<file path="src/rtl/ctrl_pkg.sv">
// Shared encodings for the control sequencer: opcodes, ALU/branch/cmd/sx/byte-enable
// codes, FSM state type, the decoded-field bundle and the per-class mux_sel table.
package ctrl_pkg;

    // Opcode classes
    localparam logic [6:0] OP_R     = 7'b0110011;
    localparam logic [6:0] OP_RI    = 7'b0010011;
    localparam logic [6:0] OP_JL    = 7'b1100111;  // JALR and loads share this opcode
    localparam logic [6:0] OP_S     = 7'b0100011;
    localparam logic [6:0] OP_SB    = 7'b1100011;
    localparam logic [6:0] OP_LUI   = 7'b0110111;
    localparam logic [6:0] OP_AUIPC = 7'b0010111;
    localparam logic [6:0] OP_UJ    = 7'b1101111;

    // ALU operation codes
    localparam logic [3:0] ALU_ADD  = 4'd0;
    localparam logic [3:0] ALU_SLT  = 4'd1;
    localparam logic [3:0] ALU_SLTU = 4'd2;
    localparam logic [3:0] ALU_AND  = 4'd3;
    localparam logic [3:0] ALU_OR   = 4'd4;
    localparam logic [3:0] ALU_XOR  = 4'd5;
    localparam logic [3:0] ALU_SLL  = 4'd6;
    localparam logic [3:0] ALU_SRL  = 4'd7;
    localparam logic [3:0] ALU_SUB  = 4'd8;
    localparam logic [3:0] ALU_SRA  = 4'd9;
    localparam logic [3:0] ALU_AM   = 4'd10;

    // Branch type: MSB marks a branch, low bits select the compare
    localparam logic [2:0] BR_NONE = 3'b000;
    localparam logic [2:0] BR_EQ   = 3'b100;
    localparam logic [2:0] BR_NE   = 3'b101;
    localparam logic [2:0] BR_LT   = 3'b110;
    localparam logic [2:0] BR_GE   = 3'b111;

    // Memory / control-flow command
    localparam logic [1:0] CMD_NONE = 2'b00;
    localparam logic [1:0] CMD_JMP  = 2'b01;
    localparam logic [1:0] CMD_ST   = 2'b10;
    localparam logic [1:0] CMD_LW   = 2'b11;

    // Load extension: [2]=full word, [1]=halfword, [0]=zero-extend
    localparam logic [2:0] SX_B  = 3'b000;
    localparam logic [2:0] SX_BU = 3'b001;
    localparam logic [2:0] SX_H  = 3'b010;
    localparam logic [2:0] SX_HU = 3'b011;
    localparam logic [2:0] SX_W  = 3'b100;

    // Memory access width
    localparam logic [1:0] BE_NONE = 2'b00;
    localparam logic [1:0] BE_B    = 2'b01;
    localparam logic [1:0] BE_H    = 2'b10;
    localparam logic [1:0] BE_W    = 2'b11;

    // Datapath mux-select per instruction class (native width 11, resized to MUX_N)
    localparam int MUX_BASE_W = 11;
    localparam logic [MUX_BASE_W-1:0] MUX_NONE  = 11'h000;
    localparam logic [MUX_BASE_W-1:0] MUX_R     = 11'h001;
    localparam logic [MUX_BASE_W-1:0] MUX_I     = 11'h006;
    localparam logic [MUX_BASE_W-1:0] MUX_JALR  = 11'h04A;
    localparam logic [MUX_BASE_W-1:0] MUX_LOAD  = 11'h01A;
    localparam logic [MUX_BASE_W-1:0] MUX_STORE = 11'h022;
    localparam logic [MUX_BASE_W-1:0] MUX_BR    = 11'h101;
    localparam logic [MUX_BASE_W-1:0] MUX_LUI   = 11'h208;
    localparam logic [MUX_BASE_W-1:0] MUX_AUIPC = 11'h20C;
    localparam logic [MUX_BASE_W-1:0] MUX_UJ    = 11'h44C;

    typedef enum logic [1:0] {
        S_IDLE     = 2'd0,
        S_HOLD     = 2'd1,
        S_MEM_WAIT = 2'd2,
        S_TRAP     = 2'd3
    } state_e;

    typedef struct packed {
        logic [3:0] alu_op;
        logic       alu_s_u;
        logic [2:0] brn_type;
        logic [2:0] sx_cntl;
        logic [1:0] be_mem;
        logic       we_mem;
        logic       we_reg;
        logic [1:0] cmd;
    } ctrl_fields_t;

    // Neutral field values: used at reset and for anything that decodes as illegal
    localparam ctrl_fields_t CTRL_DEFAULT = '{
        alu_op:   ALU_ADD,
        alu_s_u:  1'b0,
        brn_type: BR_NONE,
        sx_cntl:  SX_W,
        be_mem:   BE_NONE,
        we_mem:   1'b0,
        we_reg:   1'b0,
        cmd:      CMD_NONE
    };

    // ALU op for the plain (fnct7=00) register/immediate forms
    function automatic logic [3:0] base_alu(input logic [2:0] fnct);
        case (fnct)
            3'b000:  return ALU_ADD;
            3'b001:  return ALU_SLL;
            3'b010:  return ALU_SLT;
            3'b011:  return ALU_SLTU;
            3'b100:  return ALU_XOR;
            3'b101:  return ALU_SRL;
            3'b110:  return ALU_OR;
            default: return ALU_AND;
        endcase
    endfunction

endpackage

</file>
<file path="src/rtl/ctrl_decode.sv">
// Purely combinational instruction decode: instr -> control fields, mux_sel, illegal.
module ctrl_decode
    import ctrl_pkg::*;
#(
    parameter int MUX_N = 11,
    parameter int EN_AM = 1
) (
    input  logic [31:0]      instr,
    output ctrl_fields_t     fields,
    output logic [MUX_N-1:0] mux_sel,
    output logic             illegal
);

    logic [6:0]            opcode;
    logic [2:0]            fnct;
    logic [1:0]            fnct7;
    logic [MUX_BASE_W-1:0] mux_raw;
    logic                  bad;
    logic                  unused_bits;

    assign opcode = instr[6:0];
    assign fnct   = instr[14:12];
    assign fnct7  = {instr[30], instr[25]};
    // Register and immediate fields are consumed by the datapath, not here
    assign unused_bits = ^{instr[31], instr[29:26], instr[24:15], instr[11:7]};

    // Decode every opcode/fnct combination; illegal encodings fall back to neutral fields
    always_comb begin
        fields  = CTRL_DEFAULT;
        mux_raw = MUX_NONE;
        bad     = 1'b0;
        case (opcode)
            OP_R: begin
                mux_raw       = MUX_R;
                fields.we_reg = 1'b1;
                case (fnct7)
                    2'b00: fields.alu_op = base_alu(fnct);
                    2'b10: begin
                        if (fnct == 3'b000)      fields.alu_op = ALU_SUB;
                        else if (fnct == 3'b101) fields.alu_op = ALU_SRA;
                        else                     bad = 1'b1;
                    end
                    2'b01: begin
                        if (fnct == 3'b111 && EN_AM != 0) fields.alu_op = ALU_AM;
                        else                              bad = 1'b1;
                    end
                    default: bad = 1'b1;
                endcase
            end
            OP_RI: begin
                // fnct7 bits are immediate bits except for the shift forms
                mux_raw       = MUX_I;
                fields.we_reg = 1'b1;
                case (fnct)
                    3'b001: begin
                        if (fnct7 == 2'b00) fields.alu_op = ALU_SLL;
                        else                bad = 1'b1;
                    end
                    3'b101: begin
                        case (fnct7)
                            2'b00:   fields.alu_op = ALU_SRL;
                            2'b10:   fields.alu_op = ALU_SRA;
                            default: bad = 1'b1;
                        endcase
                    end
                    default: fields.alu_op = base_alu(fnct);
                endcase
            end
            OP_JL: begin
                fields.we_reg = 1'b1;
                fields.cmd    = CMD_LW;
                mux_raw       = MUX_LOAD;
                case (fnct)
                    3'b000: begin
                        fields.cmd = CMD_JMP;
                        mux_raw    = MUX_JALR;
                    end
                    3'b001: begin fields.be_mem = BE_W; fields.sx_cntl = SX_W;  end
                    3'b010: begin fields.be_mem = BE_H; fields.sx_cntl = SX_H;  end
                    3'b011: begin fields.be_mem = BE_H; fields.sx_cntl = SX_HU; end
                    3'b100: begin fields.be_mem = BE_B; fields.sx_cntl = SX_B;  end
                    3'b101: begin fields.be_mem = BE_B; fields.sx_cntl = SX_BU; end
                    default: bad = 1'b1;
                endcase
            end
            OP_S: begin
                fields.cmd    = CMD_ST;
                fields.we_mem = 1'b1;
                mux_raw       = MUX_STORE;
                case (fnct)
                    3'b001:  fields.be_mem = BE_W;
                    3'b010:  fields.be_mem = BE_H;
                    3'b011:  fields.be_mem = BE_B;
                    default: bad = 1'b1;
                endcase
            end
            OP_SB: begin
                fields.alu_op  = ALU_SUB;
                fields.alu_s_u = ~(fnct[2] & fnct[1]);  // 110/111 compare unsigned
                mux_raw        = MUX_BR;
                case (fnct)
                    3'b000, 3'b001: fields.brn_type = fnct[0] ? BR_NE : BR_EQ;
                    3'b100, 3'b110: fields.brn_type = BR_LT;
                    3'b101, 3'b111: fields.brn_type = BR_GE;
                    default:        bad = 1'b1;
                endcase
            end
            OP_LUI: begin
                fields.we_reg = 1'b1;
                mux_raw       = MUX_LUI;
            end
            OP_AUIPC: begin
                fields.we_reg = 1'b1;
                mux_raw       = MUX_AUIPC;
            end
            OP_UJ: begin
                fields.we_reg = 1'b1;
                fields.cmd    = CMD_JMP;
                mux_raw       = MUX_UJ;
            end
            default: bad = 1'b1;
        endcase
        if (bad) begin
            fields  = CTRL_DEFAULT;
            mux_raw = MUX_NONE;
        end
    end

    assign mux_sel = MUX_N'(mux_raw);
    assign illegal = bad;

endmodule

</file>
<file path="src/rtl/cpu_ctrl_seq.sv">
// Control sequencer: accepts instructions, holds the registered decode until the
// consumer takes it, waits on memory for loads/stores, and traps on faults.
module cpu_ctrl_seq
    import ctrl_pkg::*;
#(
    parameter int MUX_N  = 11,
    parameter int CNT_W  = 8,
    parameter int MEM_TO = 16,
    parameter int EN_AM  = 1
) (
    input  logic             clk,
    input  logic             rst,
    input  logic             in_valid,
    output logic             in_ready,
    input  logic [31:0]      instr,
    input  logic             flush,
    input  logic             trap_clr,
    input  logic             mem_ack,
    output logic             out_valid,
    input  logic             out_ready,
    output logic [3:0]       alu_op,
    output logic             alu_s_u,
    output logic [2:0]       brn_type,
    output logic [2:0]       sx_cntl,
    output logic [1:0]       be_mem,
    output logic             we_mem,
    output logic             we_reg,
    output logic [1:0]       cmd,
    output logic [MUX_N-1:0] mux_sel,
    output logic             illegal,
    output logic             mem_err,
    output logic [CNT_W-1:0] illegal_cnt
);

    // Timer counts completed MEM_WAIT cycles; the last allowed one is MEM_TO-1
    localparam int TMR_W = $clog2(MEM_TO + 1);
    localparam logic [TMR_W-1:0] TMR_LAST = TMR_W'(MEM_TO - 1);

    ctrl_fields_t     dec_fields;
    logic [MUX_N-1:0] dec_mux;
    logic             dec_illegal;

    state_e           state_q, state_d;
    ctrl_fields_t     fields_q, fields_d;
    logic [MUX_N-1:0] mux_q, mux_d;
    logic             illegal_q, illegal_d;
    logic             mem_err_q, mem_err_d;
    logic [CNT_W-1:0] illegal_cnt_q, illegal_cnt_d;
    logic [TMR_W-1:0] timer_q, timer_d;
    logic             take;

    ctrl_decode #(
        .MUX_N (MUX_N),
        .EN_AM (EN_AM)
    ) u_decode (
        .instr   (instr),
        .fields  (dec_fields),
        .mux_sel (dec_mux),
        .illegal (dec_illegal)
    );

    // Next-state, handshake and status update
    always_comb begin
        state_d       = state_q;
        fields_d      = fields_q;
        mux_d         = mux_q;
        illegal_d     = illegal_q;
        mem_err_d     = mem_err_q;
        illegal_cnt_d = illegal_cnt_q;
        timer_d       = '0;
        in_ready      = 1'b0;
        out_valid     = 1'b0;
        take          = 1'b0;
        case (state_q)
            S_IDLE: begin
                in_ready = 1'b1;
                take     = in_valid;
            end
            S_HOLD: begin
                out_valid = 1'b1;
                if (flush) begin
                    state_d = S_IDLE;
                end else if (out_ready) begin
                    if (fields_q.cmd == CMD_LW || fields_q.cmd == CMD_ST) begin
                        state_d = S_MEM_WAIT;
                    end else begin
                        // Slot frees this cycle, so a new instruction can slide in
                        state_d  = S_IDLE;
                        in_ready = 1'b1;
                        take     = in_valid;
                    end
                end
            end
            S_MEM_WAIT: begin
                // An ack on the final allowed cycle still completes normally
                if (mem_ack) begin
                    state_d = S_IDLE;
                end else if (timer_q == TMR_LAST) begin
                    mem_err_d = 1'b1;
                    state_d   = S_TRAP;
                end else begin
                    timer_d = timer_q + TMR_W'(1);
                end
            end
            default: begin
                if (trap_clr) begin
                    state_d   = S_IDLE;
                    illegal_d = 1'b0;
                    mem_err_d = 1'b0;
                end
            end
        endcase
        if (take) begin
            if (dec_illegal) begin
                illegal_d = 1'b1;
                state_d   = S_TRAP;
                if (illegal_cnt_q != {CNT_W{1'b1}}) begin
                    illegal_cnt_d = illegal_cnt_q + CNT_W'(1);
                end
            end else begin
                fields_d = dec_fields;
                mux_d    = dec_mux;
                state_d  = S_HOLD;
            end
        end
    end

    // State and datapath-control registers
    always_ff @(posedge clk) begin
        if (rst) begin
            state_q       <= S_IDLE;
            fields_q      <= CTRL_DEFAULT;
            mux_q         <= '0;
            illegal_q     <= 1'b0;
            mem_err_q     <= 1'b0;
            illegal_cnt_q <= '0;
            timer_q       <= '0;
        end else begin
            state_q       <= state_d;
            fields_q      <= fields_d;
            mux_q         <= mux_d;
            illegal_q     <= illegal_d;
            mem_err_q     <= mem_err_d;
            illegal_cnt_q <= illegal_cnt_d;
            timer_q       <= timer_d;
        end
    end

    assign alu_op      = fields_q.alu_op;
    assign alu_s_u     = fields_q.alu_s_u;
    assign brn_type    = fields_q.brn_type;
    assign sx_cntl     = fields_q.sx_cntl;
    assign be_mem      = fields_q.be_mem;
    assign cmd         = fields_q.cmd;
    assign mux_sel     = mux_q;
    assign we_mem      = fields_q.we_mem & out_valid;
    assign we_reg      = fields_q.we_reg & out_valid;
    assign illegal     = illegal_q;
    assign mem_err     = mem_err_q;
    assign illegal_cnt = illegal_cnt_q;

endmodule

</file>
<file path="config.mk">
export PLATFORM = sky130hd
export DESIGN_NAME = cpu_ctrl_seq
export DESIGN_NICKNAME = d
export VERILOG_FILES = /design/src/rtl/ctrl_pkg.sv /design/src/rtl/ctrl_decode.sv /design/src/rtl/cpu_ctrl_seq.sv
export SDC_FILE = /design/constraint.sdc
export NUM_CORES = 1
export LEC_CHECK = 0
export BUFFER_PORTS_ARGS = -buffer_cell sky130_fd_sc_hd__buf_4
export CAP_MARGIN = 10
export CORE_UTILIZATION = 52
export DETAILED_ROUTE_END_ITERATION = 6
export PLACE_DENSITY = 0.81
export SETUP_SLACK_MARGIN = 0.5
export SLEW_MARGIN = 25
export SYNTH_ARGS = -nofsm -noshare
export SYNTH_HDL_FRONTEND = slang
export SYNTH_SLANG_ARGS = --single-unit
</file>
<file path="constraint.sdc">
create_clock -name clk -period 2.6 [get_ports clk]
set_input_delay 0 -clock clk [delete_from_list [all_inputs] [get_ports clk]]
set_output_delay 0 -clock clk [all_outputs]
set_load 0.1 [all_outputs]
</file>
==> summary.md <==
| Metric | Value |
|---|---|
| Fmax | 0.506 GHz |
| Pint | 1.14 mW |
| Antenna violations before repair | 0 |
| DR vias/cell | 5.44 |
| Max Slew Vio Count | 0 |
| Placed inst area | 2990 um2 |
| Later-pin clock latency in the skew report | 0.29 ns |
| Post-synth EDFFs | 0 |
| Main flop type after synthesis | dfxtp_1 |
| Crit start category | register |
| First-pass GRT wire length | 9120 um |
| Hold Path Class | in -> reg |
| Leak pwr | 1.22 nW |
| Synthesis-to-layout area growth | 19.1% |
| Area taken by multi-input logic gates | 1550 um2 |
| Combinational fraction of design power | 0.400 |
| Die width | 73.0 um |
| Drt pass-1 iters | 4 |
| Net Sw Frac | 0.407 |
| Max stage delay cell, worst path | or4b_1 |
| Synth top area cells | dfxtp_1 (34%), nor2_1 (6.4%), ha_1 (6.2%), mux2i_1 (5.3%), buf_4 (4.6%) |
| Final nets | 405 |
| PnR worst setup slack | 0.623 ns |
| Clock sinks | 44 |
| Place WS | 0.426 ns |
| Grt total ovfl | 0 |
| Syn_area_per_cell | 8.33 um2 |
| Fin cells | 420 |
| Status | completed |
| # IOs | 79 |
| Setup Crit Path Kind | reg -> reg |
| Routed vias | 2286 |
| WHS | 0.0425 ns |
| Final setup fails | 0 |
| Number of buffers added on ports | 57 |
| CP max FO | 9 |
| TritonCTS clock tree | built |
| Overall Power | 1.92 mW |
| Register bit total from synthesis | 44 |
| Share of the synthesized area in the top cell type | 0.336 |
| Gpl congestion | 0.895 |
| CTS Buf Count | 5 |
| Final hold viol count | 0 |
| Flip-flop and latch area | 888 um2 |
| Drt total wl | 5570 um |
| Clock group share of total power | 0.212 |
| Root buffer cell | clkbuf_8 |
| Yosys warning total | 0 |
| Row Count | 25 |
| Max IR drop VDD | 0.000443 V |
| Skew final | 0.00580 ns |
| Async set-reset flop share out of synthesis | 0 |
| Fin area | 3120 um2 |
| DRC violations left | 0 |
| Core region area | 4790 um2 |
| Yosys top cell by area | dfxtp_1 |
| GRT Total Usage | 0.218 |
| CP Buf/Inv Count | 2 |
| Synth Net Count | 367 |
| Vias in the first global route | 2002 |
| Largest net degree at the start of global routing | 42 |
| Die Span Y | 73.0 um |
| Final min period | 1.98 ns |
| Sequential area share after synthesis | 0.336 |
| Post-route setup TNS | 0 ns |
| Post-Synthesis Cells | 315 |
| Sw Pwr | 0.783 mW |
| Required time worst endpoint | 2.82 ns |
| N_diodes | 0 |
| Relative slew slack | 0.659 |
| Sequential Power Share | 0.388 |
| H-tree lvl count | 2 |
| Critical path capture point type | register |
| Period utilization | 0.760 |
| CP delay by family, top | simple AND/OR/NAND/NOR gates |
| CP max stage delay | 0.44 ns |
| DP Wirelength | 4090 um |
| Max-cap violations | 0 |
| Placed Cells | 410 |
| CTS Buffer Depth | 2 |
| Initial Util | 0.548 |
| Signal arrival time at the worst endpoint | 2.20 ns |
| WL/cell | 13.3 um |
| Worst-path cell chain | inv_2 -> ha_4 -> nor4bb_4 -> o21ai_4 -> buf_6 -> nor2_1 -> or4b_1 -> a21oi_1 |
| CTS clk-pin slew, worst paths | 0.08 ns |
| Post-layout util | 0.653 |
| DIE AREA | 5330 um2 |
| Count of cell types in the netlist | 60 |
| Final ANT Viol Nets | 0 |
| Share of cells above drive strength 1 | 0.266 |
| Fill count | 410 |
| Synthesized area | 2620 um2 |
| RSZ-0062 raised after global routing | no |
| Cell area power density | 615 nW/um2 |
| Initial DRC count | 118 |
| Worst-Margin Slew | 0.510 ns |
[worst reg2reg max path: stages (launching register included)]
cell	delay, ns
dfxtp_2	0.34
inv_2	0.09
ha_4	0.17
nor4bb_4	0.27
o21ai_4	0.14
buf_6	0.16
nor2_1	0.13
or4b_1	0.44
a21oi_1	0.16
[power by group through the flow]
stage	Sequential [mW]	Clock, mW	Combinational (mW)
floorplan	0.860	0	0.472
global placement	0.756	0	0.700
detailed placement	0.758	0	0.712
CTS	0.743	0.424	0.719
global route	0.751	0.456	0.818
finish	0.746	0.408	0.768
[cell type report]
type / count / share of cell area
Inverter: 10 / 0.0120
Clock inverter: 2 / 0.00400
Clock buffer: 5 / 0.0220
Sequential cell: 44 / 0.284
Tap cell: 67 / 0.0268
Timing Repair Buffer: 63 / 0.153
Multi-Input combinational cell: 229 / 0.497
[state kept, by name (all words and copies together) (netlist names), 2 cells and up]
name,count
mux_sel,10
illegal_cnt,8
timer_q,5
alu_op,4
brn_type,3
sx_cntl,3
be_mem,2
cmd,2
fields_q,2
state_q,2
[worst paths after layout]
| path | startpoint | endpoint | slack [ns] | depth (start not counted) |
|---|---|---|---|---|
| min | instr[3] | mux_sel[10]$_SDFFE_PP0P_ | 0.04 | 3 |
| max reg2reg | state_q[1]$_SDFFE_PP0P_ | illegal_cnt[5]$_SDFFE_PP0P_ | 0.62 | 8 |
| min reg2reg | illegal$_SDFF_PP0_ | illegal$_SDFF_PP0_ | 0.46 | 2 |
| max | state_q[1]$_SDFFE_PP0P_ | illegal_cnt[5]$_SDFFE_PP0P_ | 0.62 | 8 |
[cell usage after synthesis, types with 7 or more instances]
library cell,number
a21oi_1,21
buf_2,7
buf_4,16
clkbuf_1,7
dfxtp_1,44
ha_1,13
inv_1,10
mux2i_1,14
nand2_1,18
nand2b_1,12
nand3_1,11
nor2_1,45
nor3_1,11
o21ai_0,8
[cells by family after synthesis]
kind of cell    synth area share
simple gates               0.273
xor+xnor                  0.0200
buf+inv                   0.0930
fa+ha+maj                 0.0620
mux                       0.0577
flops                      0.336
compound gates             0.157
other cells              0.00143
[layout by cell type (no fill, tap or decap), types with 5 or more instances in the layout]
cell type / count
nand2_1: 18
dfxtp_2: 6
ha_1: 12
nand3_1: 11
a21oi_1: 21
dfxtp_1: 38
clkbuf_8: 5
nor2b_1: 5
o21ai_0: 7
nor2_1: 44
a211oi_1: 5
buf_4: 61
mux2i_1: 14
nand2b_1: 12
nor3_1: 11
inv_1: 9
or3_1: 5
[what timing repair did]
item	in CTS	in global routing
gates cloned	0	0
endpoints found under the setup margin	3	15
hold endpoints to repair	1	0
hold buffers	1	0
pin swaps	0	1
resized for setup	1	7
setup buffers	0	2
[per-layer routing]
| metal | track usage | share of wire | wire length [um] |
|---|---|---|---|
| met1 | 0.298 | 0.47 | 2650 |
| met2 | 0.336 | 0.46 | 2580 |
| met3 | 0.0552 | 0.050 | 276 |
| met4 | 0.0697 | 0.013 | 74 |
| met5 | 0 | 0 | 0 |
No activity file was read; power rests on OpenSTA's default activity.
